===== config.mk =====
export PLATFORM = sky130hd
export DESIGN_NAME = sdram_mp_burst_master_flat
export DESIGN_NICKNAME = d
export VERILOG_FILES = /design/src/rtl/sdram_mp_pkg.sv /design/src/rtl/sdram_mp_burst_master_if.sv /design/src/rtl/rr_arbiter.sv /design/src/rtl/sdram_mp_burst_master.sv /design/src/flat_wrapper.sv
export SDC_FILE = /design/constraint.sdc
export NUM_CORES = 1
export LEC_CHECK = 0
export CORE_MARGIN = 1.5
export CORE_UTILIZATION = 30
export CTS_BUF_LIST = sky130_fd_sc_hd__clkbuf_16
export CTS_CLUSTER_DIAMETER = 30
export DETAILED_ROUTE_END_ITERATION = 6
export PLACE_DENSITY = 0.69
export SYNTH_ARGS = -nofsm -noshare
export SYNTH_HDL_FRONTEND = slang
export SYNTH_HIERARCHICAL = 1
export SYNTH_SLANG_ARGS = --single-unit

===== constraint.sdc =====
create_clock -name Clk -period 7 [get_ports Clk]
set_input_delay 1.4 -clock Clk [delete_from_list [all_inputs] [get_ports Clk]]
set_output_delay 1.4 -clock Clk [all_outputs]
set_load 0.03 [all_outputs]

===== src/rtl/sdram_mp_pkg.sv =====
`default_nettype none
// ============================================================================
//  Module      : sdram_mp_pkg
//  Description : Shared types for the multi-port SDRAM burst master.
//                Holds the transaction FSM state encoding, the operation type
//                and a helper that derives the byte-enable width from the
//                data width.
//  Revision    : 1.0 - initial release
// ============================================================================
package sdram_mp_pkg;

    typedef enum logic [2:0] {
        IDLE     = 3'd0,
        RD_CMD   = 3'd1,
        RD_DATA  = 3'd2,
        WR_BURST = 3'd3,
        DONE     = 3'd4
    } state_t;

    typedef enum logic {
        OP_READ  = 1'b0,
        OP_WRITE = 1'b1
    } op_t;

    // One byte-enable bit per byte lane.
    function automatic int be_width(input int data_w);
        return data_w / 8;
    endfunction

endpackage
`default_nettype wire


===== src/rtl/sdram_mp_burst_master_if.sv =====
`default_nettype none
// ============================================================================
//  Module      : sdram_mp_burst_master_if
//  Description : Bundle of the client-side request/data signals and the
//                Avalon-MM master signals of the multi-port burst master.
//                Clock and reset are not part of the bundle.
//  Ports       : master - view of the burst master (drives grant/done/rd_*,
//                         wr_data_ack and the avm_* command signals)
//                slave  - view of the environment (clients + SDRAM controller)
//  Revision    : 1.0 - initial release
// ============================================================================
interface sdram_mp_burst_master_if #(
    parameter int NUM_PORTS = 2,
    parameter int ADDR_W    = 25,
    parameter int DATA_W    = 32,
    parameter int BURST_W   = 4
);
    import sdram_mp_pkg::*;

    localparam int BE_W = be_width(DATA_W);

    // Client side
    logic [NUM_PORTS-1:0]         req_read;
    logic [NUM_PORTS-1:0]         req_write;
    logic [NUM_PORTS*ADDR_W-1:0]  req_addr;
    logic [NUM_PORTS*BURST_W-1:0] req_burst;
    logic [NUM_PORTS*BE_W-1:0]    req_byteen;
    logic [NUM_PORTS*DATA_W-1:0]  wr_data;
    logic [NUM_PORTS-1:0]         wr_data_ack;
    logic [DATA_W-1:0]            rd_data;
    logic [NUM_PORTS-1:0]         rd_valid;
    logic [NUM_PORTS-1:0]         grant;
    logic [NUM_PORTS-1:0]         done;

    // Avalon-MM master side
    logic [ADDR_W-1:0]            avm_address;
    logic                         avm_read;
    logic                         avm_write;
    logic [BURST_W-1:0]           avm_burstcount;
    logic [BE_W-1:0]              avm_byteenable;
    logic [DATA_W-1:0]            avm_writedata;
    logic                         avm_waitrequest;
    logic [DATA_W-1:0]            avm_readdata;
    logic                         avm_readdatavalid;

    modport master (
        input  req_read, req_write, req_addr, req_burst, req_byteen, wr_data,
        input  avm_waitrequest, avm_readdata, avm_readdatavalid,
        output wr_data_ack, rd_data, rd_valid, grant, done,
        output avm_address, avm_read, avm_write, avm_burstcount,
        output avm_byteenable, avm_writedata
    );

    modport slave (
        output req_read, req_write, req_addr, req_burst, req_byteen, wr_data,
        output avm_waitrequest, avm_readdata, avm_readdatavalid,
        input  wr_data_ack, rd_data, rd_valid, grant, done,
        input  avm_address, avm_read, avm_write, avm_burstcount,
        input  avm_byteenable, avm_writedata
    );

endinterface
`default_nettype wire


===== src/rtl/rr_arbiter.sv =====
`default_nettype none
// ============================================================================
//  Module      : rr_arbiter
//  Description : Round-robin arbiter. Produces a one-hot grant for the first
//                requester found after the most recently served port. The
//                pointer only moves when update is pulsed, and then records
//                the port named by the one-hot owner vector.
//  Ports       : Clk, Reset - clock, asynchronous active-high reset
//                req        - request vector
//                update     - advance pointer to owner (one cycle pulse)
//                owner      - one-hot port that just completed service
//                gnt        - one-hot combinational grant
//  Revision    : 1.0 - initial release
// ============================================================================
module rr_arbiter #(
    parameter int N = 2
) (
    input  wire         Clk,
    input  wire         Reset,
    input  wire [N-1:0] req,
    input  wire         update,
    input  wire [N-1:0] owner,
    output logic [N-1:0] gnt
);

    localparam int IDX_W = (N > 1) ? $clog2(N) : 1;

    logic [IDX_W-1:0] r_last;
    logic [IDX_W-1:0] w_owner_idx;

    always_comb begin
        w_owner_idx = '0;
        for (int i = 0; i < N; i++) begin
            if (owner[i]) begin
                w_owner_idx = IDX_W'(i);
            end
        end
    end

    // Reset points at the highest port so that port 0 is searched first.
    always_ff @(posedge Clk or posedge Reset) begin
        if (Reset) begin
            r_last <= IDX_W'(N - 1);
        end else if (update) begin
            r_last <= w_owner_idx;
        end
    end

    // Search last+1, last+2, ... modulo N; first hit wins.
    always_comb begin
        logic v_found;
        int   v_idx;
        gnt     = '0;
        v_found = 1'b0;
        v_idx   = 0;
        for (int k = 1; k <= N; k++) begin
            v_idx = int'(r_last) + k;
            if (v_idx >= N) begin
                v_idx = v_idx - N;
            end
            for (int i = 0; i < N; i++) begin
                if ((i == v_idx) && !v_found && req[i]) begin
                    gnt[i]  = 1'b1;
                    v_found = 1'b1;
                end
            end
        end
    end

endmodule
`default_nettype wire


===== src/rtl/sdram_mp_burst_master.sv =====
`default_nettype none
// ============================================================================
//  Module      : sdram_mp_burst_master
//  Description : Multi-port burst-capable Avalon-MM master. NUM_PORTS clients
//                share one SDRAM controller slave port. One transaction of
//                1..MAX_BURST words runs at a time; ports are served
//                round-robin. Write words are pulled from the granted client
//                with wr_data_ack, read words are steered back with rd_valid.
//  Ports       : Clk, Reset - clock, asynchronous active-high reset
//                bus        - sdram_mp_burst_master_if.master:
//                  req_read/req_write/req_addr/req_burst/req_byteen/wr_data
//                             per-port requests and write data (in)
//                  wr_data_ack/rd_data/rd_valid/grant/done  client feedback
//                  avm_*      Avalon-MM master signals
//  Revision    : 1.0 - initial release
// ============================================================================
module sdram_mp_burst_master
    import sdram_mp_pkg::*;
#(
    parameter int NUM_PORTS = 2,
    parameter int ADDR_W    = 25,
    parameter int DATA_W    = 32,
    parameter int BURST_W   = 4
) (
    input  wire                        Clk,
    input  wire                        Reset,
    sdram_mp_burst_master_if.master    bus
);

    localparam int BE_W = be_width(DATA_W);

    // ------------------------------------------------------------------
    // State and latched transaction attributes
    // ------------------------------------------------------------------
    state_t                 r_state;
    state_t                 w_state_nxt;

    logic [NUM_PORTS-1:0]   r_grant;
    logic [ADDR_W-1:0]      r_addr;
    logic [BURST_W-1:0]     r_burst;
    logic [BE_W-1:0]        r_byteen;
    logic [BURST_W-1:0]     r_cnt;
    logic [DATA_W-1:0]      r_rd_data;
    logic [NUM_PORTS-1:0]   r_rd_valid;

    // ------------------------------------------------------------------
    // Arbitration
    // ------------------------------------------------------------------
    logic [NUM_PORTS-1:0]   w_arb_req;
    logic [NUM_PORTS-1:0]   w_arb_gnt;
    logic                   w_arb_update;

    assign w_arb_req    = bus.req_read | bus.req_write;
    assign w_arb_update = (r_state == DONE);

    rr_arbiter #(
        .N (NUM_PORTS)
    ) u_arb (
        .Clk    (Clk),
        .Reset  (Reset),
        .req    (w_arb_req),
        .update (w_arb_update),
        .owner  (r_grant),
        .gnt    (w_arb_gnt)
    );

    // ------------------------------------------------------------------
    // Request of the arbitration winner
    // ------------------------------------------------------------------
    logic                   w_sel_read;
    logic [ADDR_W-1:0]      w_sel_addr;
    logic [BURST_W-1:0]     w_sel_burst_raw;
    logic [BURST_W-1:0]     w_sel_burst;
    logic [BE_W-1:0]        w_sel_be;
    op_t                    w_op;

    always_comb begin
        w_sel_read      = 1'b0;
        w_sel_addr      = '0;
        w_sel_burst_raw = '0;
        w_sel_be        = '0;
        for (int p = 0; p < NUM_PORTS; p++) begin
            if (w_arb_gnt[p]) begin
                w_sel_read      = bus.req_read[p];
                w_sel_addr      = bus.req_addr[p*ADDR_W +: ADDR_W];
                w_sel_burst_raw = bus.req_burst[p*BURST_W +: BURST_W];
                w_sel_be        = bus.req_byteen[p*BE_W +: BE_W];
            end
        end
    end

    // A zero burst count means one word, which also keeps the down-counter
    // from ever starting at zero and wrapping.
    assign w_sel_burst = (w_sel_burst_raw == '0) ? BURST_W'(1) : w_sel_burst_raw;
    // Read has priority when a port raises both request bits.
    assign w_op        = w_sel_read ? OP_READ : OP_WRITE;

    // Write word of the granted port
    logic [DATA_W-1:0]      w_wr_sel_data;

    always_comb begin
        w_wr_sel_data = '0;
        for (int p = 0; p < NUM_PORTS; p++) begin
            if (r_grant[p]) begin
                w_wr_sel_data = bus.wr_data[p*DATA_W +: DATA_W];
            end
        end
    end

    // ------------------------------------------------------------------
    // Beat qualifiers
    // ------------------------------------------------------------------
    logic w_rd_phase;
    logic w_rd_beat;
    logic w_wr_accept;
    logic w_last;

    // Beats are counted from RD_CMD onwards, so a slave that returns data
    // in the command-accept cycle is still handled.
    assign w_rd_phase  = (r_state == RD_CMD) || (r_state == RD_DATA);
    assign w_rd_beat   = w_rd_phase && bus.avm_readdatavalid;
    assign w_wr_accept = (r_state == WR_BURST) && !bus.avm_waitrequest;
    assign w_last      = (r_cnt == BURST_W'(1));

    // ------------------------------------------------------------------
    // FSM
    // ------------------------------------------------------------------
    always_ff @(posedge Clk or posedge Reset) begin
        if (Reset) begin
            r_state <= IDLE;
        end else begin
            r_state <= w_state_nxt;
        end
    end

    always_comb begin
        w_state_nxt = r_state;
        case (r_state)
            IDLE: begin
                if (|w_arb_gnt) begin
                    w_state_nxt = (w_op == OP_READ) ? RD_CMD : WR_BURST;
                end
            end
            RD_CMD: begin
                if (w_rd_beat && w_last) begin
                    w_state_nxt = DONE;
                end else if (!bus.avm_waitrequest) begin
                    w_state_nxt = RD_DATA;
                end
            end
            RD_DATA: begin
                if (w_rd_beat && w_last) begin
                    w_state_nxt = DONE;
                end
            end
            WR_BURST: begin
                if (w_wr_accept && w_last) begin
                    w_state_nxt = DONE;
                end
            end
            DONE: begin
                w_state_nxt = IDLE;
            end
            default: begin
                w_state_nxt = IDLE;
            end
        endcase
    end

    // ------------------------------------------------------------------
    // Datapath registers
    // ------------------------------------------------------------------
    always_ff @(posedge Clk or posedge Reset) begin
        if (Reset) begin
            r_grant    <= '0;
            r_addr     <= '0;
            r_burst    <= '0;
            r_byteen   <= '0;
            r_cnt      <= '0;
            r_rd_data  <= '0;
            r_rd_valid <= '0;
        end else begin
            r_rd_valid <= '0;
            case (r_state)
                IDLE: begin
                    if (|w_arb_gnt) begin
                        r_grant  <= w_arb_gnt;
                        r_addr   <= w_sel_addr;
                        r_burst  <= w_sel_burst;
                        r_byteen <= w_sel_be;
                        r_cnt    <= w_sel_burst;
                    end
                end
                RD_CMD, RD_DATA: begin
                    if (w_rd_beat) begin
                        r_rd_data  <= bus.avm_readdata;
                        r_rd_valid <= r_grant;
                        r_cnt      <= r_cnt - BURST_W'(1);
                    end
                end
                WR_BURST: begin
                    if (w_wr_accept) begin
                        r_cnt <= r_cnt - BURST_W'(1);
                    end
                end
                DONE: begin
                    r_grant <= '0;
                end
                default: begin
                end
            endcase
        end
    end

    // ------------------------------------------------------------------
    // Outputs
    // ------------------------------------------------------------------
    logic w_cmd_rd;
    logic w_cmd_wr;
    logic w_cmd;

    assign w_cmd_rd = (r_state == RD_CMD);
    assign w_cmd_wr = (r_state == WR_BURST);
    assign w_cmd    = w_cmd_rd || w_cmd_wr;

    assign bus.avm_read       = w_cmd_rd;
    assign bus.avm_write      = w_cmd_wr;
    assign bus.avm_address    = w_cmd    ? r_addr        : '0;
    assign bus.avm_burstcount = w_cmd    ? r_burst       : '0;
    assign bus.avm_byteenable = w_cmd    ? r_byteen      : '0;
    assign bus.avm_writedata  = w_cmd_wr ? w_wr_sel_data : '0;

    assign bus.wr_data_ack    = w_wr_accept ? r_grant : '0;
    assign bus.done           = (r_state == DONE) ? r_grant : '0;
    assign bus.grant          = r_grant;
    assign bus.rd_data        = r_rd_data;
    assign bus.rd_valid       = r_rd_valid;

endmodule
`default_nettype wire


===== src/flat_wrapper.sv =====
// flat-port wrapper written by rule: the top's interface ports become plain ports
module sdram_mp_burst_master_flat import sdram_mp_pkg::*;
#(
    parameter int NUM_PORTS = 2,
    parameter int ADDR_W    = 25,
    parameter int DATA_W    = 32,
    parameter int BURST_W   = 4
)
  (Clk, Reset, bus_req_read, bus_req_write, bus_req_addr, bus_req_burst, bus_req_byteen, bus_wr_data, bus_avm_waitrequest, bus_avm_readdata, bus_avm_readdatavalid, bus_wr_data_ack, bus_rd_data, bus_rd_valid, bus_grant, bus_done, bus_avm_address, bus_avm_read, bus_avm_write, bus_avm_burstcount, bus_avm_byteenable, bus_avm_writedata);
  sdram_mp_burst_master_if #(.NUM_PORTS(NUM_PORTS), .ADDR_W(ADDR_W), .DATA_W(DATA_W), .BURST_W(BURST_W)) bus_i ();
  input  wire Clk;
  input  wire Reset;
  input wire logic [$bits(bus_i.req_read)-1:0] bus_req_read;
  input wire logic [$bits(bus_i.req_write)-1:0] bus_req_write;
  input wire logic [$bits(bus_i.req_addr)-1:0] bus_req_addr;
  input wire logic [$bits(bus_i.req_burst)-1:0] bus_req_burst;
  input wire logic [$bits(bus_i.req_byteen)-1:0] bus_req_byteen;
  input wire logic [$bits(bus_i.wr_data)-1:0] bus_wr_data;
  input wire logic [$bits(bus_i.avm_waitrequest)-1:0] bus_avm_waitrequest;
  input wire logic [$bits(bus_i.avm_readdata)-1:0] bus_avm_readdata;
  input wire logic [$bits(bus_i.avm_readdatavalid)-1:0] bus_avm_readdatavalid;
  output wire logic [$bits(bus_i.wr_data_ack)-1:0] bus_wr_data_ack;
  output wire logic [$bits(bus_i.rd_data)-1:0] bus_rd_data;
  output wire logic [$bits(bus_i.rd_valid)-1:0] bus_rd_valid;
  output wire logic [$bits(bus_i.grant)-1:0] bus_grant;
  output wire logic [$bits(bus_i.done)-1:0] bus_done;
  output wire logic [$bits(bus_i.avm_address)-1:0] bus_avm_address;
  output wire logic [$bits(bus_i.avm_read)-1:0] bus_avm_read;
  output wire logic [$bits(bus_i.avm_write)-1:0] bus_avm_write;
  output wire logic [$bits(bus_i.avm_burstcount)-1:0] bus_avm_burstcount;
  output wire logic [$bits(bus_i.avm_byteenable)-1:0] bus_avm_byteenable;
  output wire logic [$bits(bus_i.avm_writedata)-1:0] bus_avm_writedata;
  assign bus_i.req_read = bus_req_read;
  assign bus_i.req_write = bus_req_write;
  assign bus_i.req_addr = bus_req_addr;
  assign bus_i.req_burst = bus_req_burst;
  assign bus_i.req_byteen = bus_req_byteen;
  assign bus_i.wr_data = bus_wr_data;
  assign bus_i.avm_waitrequest = bus_avm_waitrequest;
  assign bus_i.avm_readdata = bus_avm_readdata;
  assign bus_i.avm_readdatavalid = bus_avm_readdatavalid;
  assign bus_wr_data_ack = bus_i.wr_data_ack;
  assign bus_rd_data = bus_i.rd_data;
  assign bus_rd_valid = bus_i.rd_valid;
  assign bus_grant = bus_i.grant;
  assign bus_done = bus_i.done;
  assign bus_avm_address = bus_i.avm_address;
  assign bus_avm_read = bus_i.avm_read;
  assign bus_avm_write = bus_i.avm_write;
  assign bus_avm_burstcount = bus_i.avm_burstcount;
  assign bus_avm_byteenable = bus_i.avm_byteenable;
  assign bus_avm_writedata = bus_i.avm_writedata;
  sdram_mp_burst_master #(.NUM_PORTS(NUM_PORTS), .ADDR_W(ADDR_W), .DATA_W(DATA_W), .BURST_W(BURST_W)) u_core (.Clk(Clk), .Reset(Reset), .bus(bus_i));
endmodule

**Word level (Yosys, flattened, before mapping)**

Cells that the tools add are included.

- Register bits after elaboration: 77
- Latch bits: 0
- Bits in writable memories: 0
- Bits in read-only memories: 0
- Bits of input ports: 170
- Output and inout port bits: 107
- Word-level logic and storage cells: 101
- Memories: 0

- Add/sub/neg operators: 5
- Multipliers: 0
- Divide/modulo/power cells: 0
- Magnitude comparators: 2
- Eq/ne operators: 13
- Shifts and indexed selects: 0
- Mux-type cells: 41
- Bitwise operators: 1
- Reduce and logical (&&, ||, !) cells: 30

Operators by type and width:

| kind | number |
|---|---|
| 32-bit two-way mux | 5 |
| 25-bit two-way mux | 3 |
| 2-bit by 32-bit == test with 1-bit output, first input constant | 2 |
| 32-bit zero test | 2 |
| 4-bit two-way mux | 10 |
| 3-bit two-way mux | 5 |
| 2-bit two-way mux | 6 |
| 3-bit one-hot mux with 4 select lines | 1 |
| 4-bit one-hot mux with 3 select lines | 1 |
| 1-bit logical AND | 11 |
| 1-bit two-way mux | 9 |
| 4-bit AND reduction | 2 |
| 3-bit by 2-bit == test with 1-bit output, second input constant | 2 |
| 2-bit by 1-bit inequality test with 1-bit output, second input constant | 3 |
| 2-bit AND reduction | 3 |
| 4-bit by 1-bit == test with 1-bit output, second input constant | 1 |
| 1-bit zero test | 4 |
| 4-bit zero test | 1 |
| 2-bit inequality test, second input constant | 2 |
| 2-bit one-hot mux with 2 select lines | 1 |
| 2-bit OR reduction | 2 |
| 3-bit by 2-bit subtractor with 4-bit output, second input constant | 1 |
| 4-bit by 1-bit subtractor with 4-bit output, second input constant | 1 |
| 1-bit by 2-bit adder with 3-bit output, second input constant | 1 |
| other kinds (12) | 13 |

**Logic depth before layout (Yosys ltp)**

- Word-level depth: 23
- Depth in mapped cells: 8

**Cells and area by module**

The synthesis kept the hierarchy.

Modules (own cells, without submodules):

| module | times used | cells each | area each (um^2) | seq. area each (um^2) |
|---|---|---|---|---|
| sdram_mp_burst_master | 1 | 428 | 4103.9 | 1901.8 |
| rr_arbiter | 1 | 7 | 57.6 | 26.3 |

**Worst setup path after synthesis**

Ideal clock, no wire load.

- Kind: input-to-output
- Start: input bus_avm_waitrequest
- End: output bus_wr_data_ack[0]
- Arrival time: 2.136 ns
- Data required time: 5.600 ns
- Slack: 3.464 ns
- Cell stages on the path: 1
- Path buffers: 0
- Cells stage by stage: nor3b_1

- Longest elaborated chain between the ends: 3

RTL lines:

| item | line | text |
|---|---|---|
| from (decl) | flat_wrapper.sv:19 | `input wire logic [$bits(bus_i.avm_waitrequest)-1:0] bus_avm_waitrequest;` |
| 1-bit zero test | sdram_mp_burst_master.sv:122 | `assign w_wr_accept = (r_state == WR_BURST) && !bus.avm_waitrequest;` |
| 1-bit logical AND | sdram_mp_burst_master.sv:122 |  |
| 2-bit two-way mux | sdram_mp_burst_master.sv:233 | `assign bus.wr_data_ack = w_wr_accept ? r_grant : '0;` |
| to (decl) | flat_wrapper.sv:22 | `output wire logic [$bits(bus_i.wr_data_ack)-1:0] bus_wr_data_ack;` |

No other way between the ends.

**Worst setup path after layout**

- Start: register u_core.r_grant[1] (netlist: u_core/bus.grant[1])
- End: output bus_avm_writedata[9]

- Longest elaborated chain between the ends: 2

RTL lines:

| item | line | text |
|---|---|---|
| from (decl) | sdram_mp_burst_master.sv:38 | `logic [NUM_PORTS-1:0] r_grant;` |
| from (signal assigned) | sdram_mp_burst_master.sv:187 | `r_grant <= w_arb_gnt;` |
| 32-bit two-way mux | sdram_mp_burst_master.sv:104 | `if (r_grant[p]) begin` |
| 32-bit two-way mux | sdram_mp_burst_master.sv:231 | `assign bus.avm_writedata = w_cmd_wr ? w_wr_sel_data : '0;` |
| to (decl) | flat_wrapper.sv:32 | `output wire logic [$bits(bus_i.avm_writedata)-1:0] bus_avm_writedata;` |

No other way between the ends.

==> summary.txt <==
Power and ir drop
  – P per Cell Area: 438 nW/um^2
  – Int Power: around 1800 uW
  – Net Sw Power: roughly 1400 uW
  – Worst VDD drop: ~0.00015 V
  – Sw frac: a little over two fifths
  – Seq pwr share: about a quarter
  – Leakage: roughly 0.0029 uW
  – Comb power frac: around three fifths
  – Clock Power Share: 14.2%

Drt
  – Wire per inst: 16.4 microns
  – Final ANT Viol Nets: 0
  – Avg Vias per Cell: ~5
  – Initial drt markers: around 240
  – Vias after detailed routing: around 4,300
  – DRC: 0
  – 1st-pass router iterations: 4
  – DRT Wirelength: 14.4 mm

Yosys
  – Main synth FF type: dfrtp_1
  – Sequential fraction of the synthesis area: 46.3%
  – Dominant cell type by area after synthesis: dfrtp_1
  – Number of synthesis warnings: 6
  – Mapped Area: 4160 sq um
  – Mapped Avg Cell Area: approximately 9.6 sq um
  – Top cells by count, synth: 76 x dfrtp_1, 64 x a22oi_1, 42 x nor2_1
  – Syn_nets: just over 600
  – Netlist cell types: 48
  – Count leader, synth: dfrtp_1
  – Top cells by area, synth: dfrtp_1 46%, a22oi_1 12%, mux2_2 8.1%
  – Synth Instances: 435
  – Ys async rst share: 100%
  – Synth top area share: between 40 and 50%
  – Yosys reg bits: 77
  – Post-synth EDFFs: 0

GRT
  – Overflow after GRT: 0
  – Antenna violations before repair: 2
  – Met3 Use GR: 4.29%
  – Met1 Use GR: ~22%
  – Largest net degree at the start of global routing: 77
  – First-pass GRT wire length: about 23 mm
  – Vias in the first global route: about 4,500
  – Gr busiest metal: met2
  – Global Route Usage Sum: about a fifth
  – GR Layer Usage met2: about 36%

Die
  – Die H: 121 microns
  – Die X: between 100 and 150 microns
  – Initial Util: 31.1%
  – Site Rows: 42
  – Core ar.: roughly 13,000 sq um
  – Die footprint: about 15,000 sq um
  – Total I/O pin count: approximately 280

Worst setup path
  – R2R cell count: 7
  – Crit path DAT: approximately 3.2 ns
  – Reg-to-reg slack, setup: around 4.3 ns
  – Crit Reg-Reg Startpoint: u_core/u_arb/r_last
  – CP Launch Type: register
  – Worst setup EP type: output pin
  – Crit-path max FO: 39
  – R2r endpoint: u_core/r_cnt[1]
  – Setup CP Type: register to output pin
  – Worst EP required: ~5.6 ns

Worst hold path
  – Worst Hold Endpoint: u_core/r_addr[17]
  – Hold depth: 2
  – Hold wc startpoint: u_core/r_addr[17]
  – Worst Hold Class: register to register

Placed design
  – Post-DP HPWL: 10.8 mm
  – PortBufs: about 280
  – Routability-driven placement congestion ratio: roughly 0.87
  – Post-DP Area: 7040 sq um

Clock network
  – Clk buf depth: 2
  – H-Tree Depth: 3
  – CTS resizes: 0
  – Clock-pin slew on the worst setup and hold paths: 0.06 ns
  – Total CTS buffers: 9
  – Postcts setup bufs: 0
  – CTS root buf: clkbuf_16
  – Num Clock Sinks: 77
  – CTS tree: built
  – CTS hold repair buffers: 0
  – Clock Latency Late Sink: ~0.33 ns

Outcome
  – Status: completed

STA
  – TNS Setup: 0 ns
  – Skew final: roughly 0.0082 ns
  – RSZ-0062 raised after global routing: no
  – Slew @ Worst Pin: around 1.3 ns
  – # setup viols final: 0
  – Part of the cycle the worst path needs: 65.0%
  – Final hold violation count: 0
  – Final min period: ~4.5 ns
  – WHS: roughly 0.47 ns
  – FMAX: about 220 MHz
  – Fin. max-slew vios: 0
  – Slew headroom: 14.1%

Layout
  – Share of layout cells above drive strength 1: a little under a tenth
  – Area grow syn2layout: 76.3%
  – Final Core Density: a little over half
  – FILL cells: about 1,200
  – Final non-filler cell area: 7340 sq um
  – Final #Nets: ~860

Job
  – Max_cap viols: 0
[metal layers]
layer  part of all wire (%)  routed length (microns)
met5                      0                        0
met4                    2.8                      404
met3                    7.7                     1110
met2                     52                     7450
met1                     38                     5390
[placed cells by master (no fill, tap or decap), drive strengths merged, types with 2 or more instances in the layout]
| cell | instances |
|---|---|
| a21boi | 2 |
| a21o | 2 |
| a21oi | 5 |
| a22oi | 64 |
| a31oi | 4 |
| and2 | 37 |
| and3 | 6 |
| buf | 7 |
| clkbuf | 9 |
| clkdlybuf4s50 | 276 |
| clkinv | 4 |
| clkinvlp | 2 |
| dfrtp | 76 |
| diode | 2 |
| ha | 2 |
| inv | 6 |
| mux2 | 33 |
| nand2 | 36 |
| nand2b | 2 |
| nor2 | 42 |
| nor2b | 8 |
| nor3 | 4 |
| nor3b | 5 |
| o211ai | 2 |
| o21ai | 42 |
| o22a | 2 |
| or2 | 3 |
| or3 | 2 |
[worst max-delay path by stage]
stage,start,endpoint,slack (ns),depth (start not counted)
after floorplan,bus_avm_waitrequest,bus_wr_data_ack[0],3.46,1
after detailed placement,bus_req_read[1],u_core/r_cnt[1],2.66,8
after CTS,u_core/bus.grant[1],bus_avm_writedata[9],2.49,5
after global placement,bus_wr_data[38],bus_avm_writedata[6],2.69,4
after global routing,u_core/r_state[0],bus_wr_data_ack[0],2.32,4
final,u_core/bus.grant[1],bus_avm_writedata[9],2.45,5
[stage by stage]
step	power (uW)	setup slack, ns	instances
2_1_floorplan	2030	3.46	435
3_3_place_gp	2740	2.69	857
3_5_place_dp	2780	2.66	857
4_1_cts	3260	2.49	873
5_1_grt	3430	2.32	875
6_report	3220	2.45	875
[cells by family after synthesis]
logic type,synth area share [%]
flip-flops,46.3
multiplexers,9.17
XOR/XNOR,0.211
AO/OA/AOI/OAI,20.4
buffers and inverters,4.78
adder cells (fa/ha/maj),0.601
AND/OR/NAND/NOR,18.5
[sequential cells by signal (all words and copies together), names as in the netlist]
signal               flops
u_core/r_cnt             4
u_core/bus.rd_data      32
u_core/r_state           3
u_core/r_burst           4
u_core/r_addr           25
u_core/bus.grant         2
u_core/r_byteen          4
u_core/bus.rd_valid      2
u_core/u_arb/r_last      1
[area by class of cell]
cell class	count	area, sq um	share of cell area, %
Multi-Input combinational cell	315	2050	28.0
Antenna cell	2	5.00	0.0682
Clock inverter	7	67.6	0.921
Timing Repair Buffer	283	2820	38.4
Inverter	6	23.8	0.324
Sequential cell	77	1930	26.3
Clock buffer	9	225	3.07
Tap cell	176	220	3.00
[power by group through the flow]
| stage | Clock [uW] | Combinational, uW | Sequential [uW] |
|---|---|---|---|
| floorplan | 0 | 1050 | 978 |
| global placement | 0 | 1930 | 805 |
| detailed placement | 0 | 1970 | 818 |
| CTS | 473 | 1980 | 810 |
| global route | 487 | 2100 | 841 |
| finish | 457 | 1950 | 806 |
[worst max-delay path, cell delays in order, from the launching register on]
cell and delay [ns]:
dfrtp_1 0.36, buf_4 0.25, nor2b_2 1.03, a22oi_1 0.19, nor2_1 0.24, clkdlybuf4s50_1 0.73
Power figures use the tool's default switching activity.
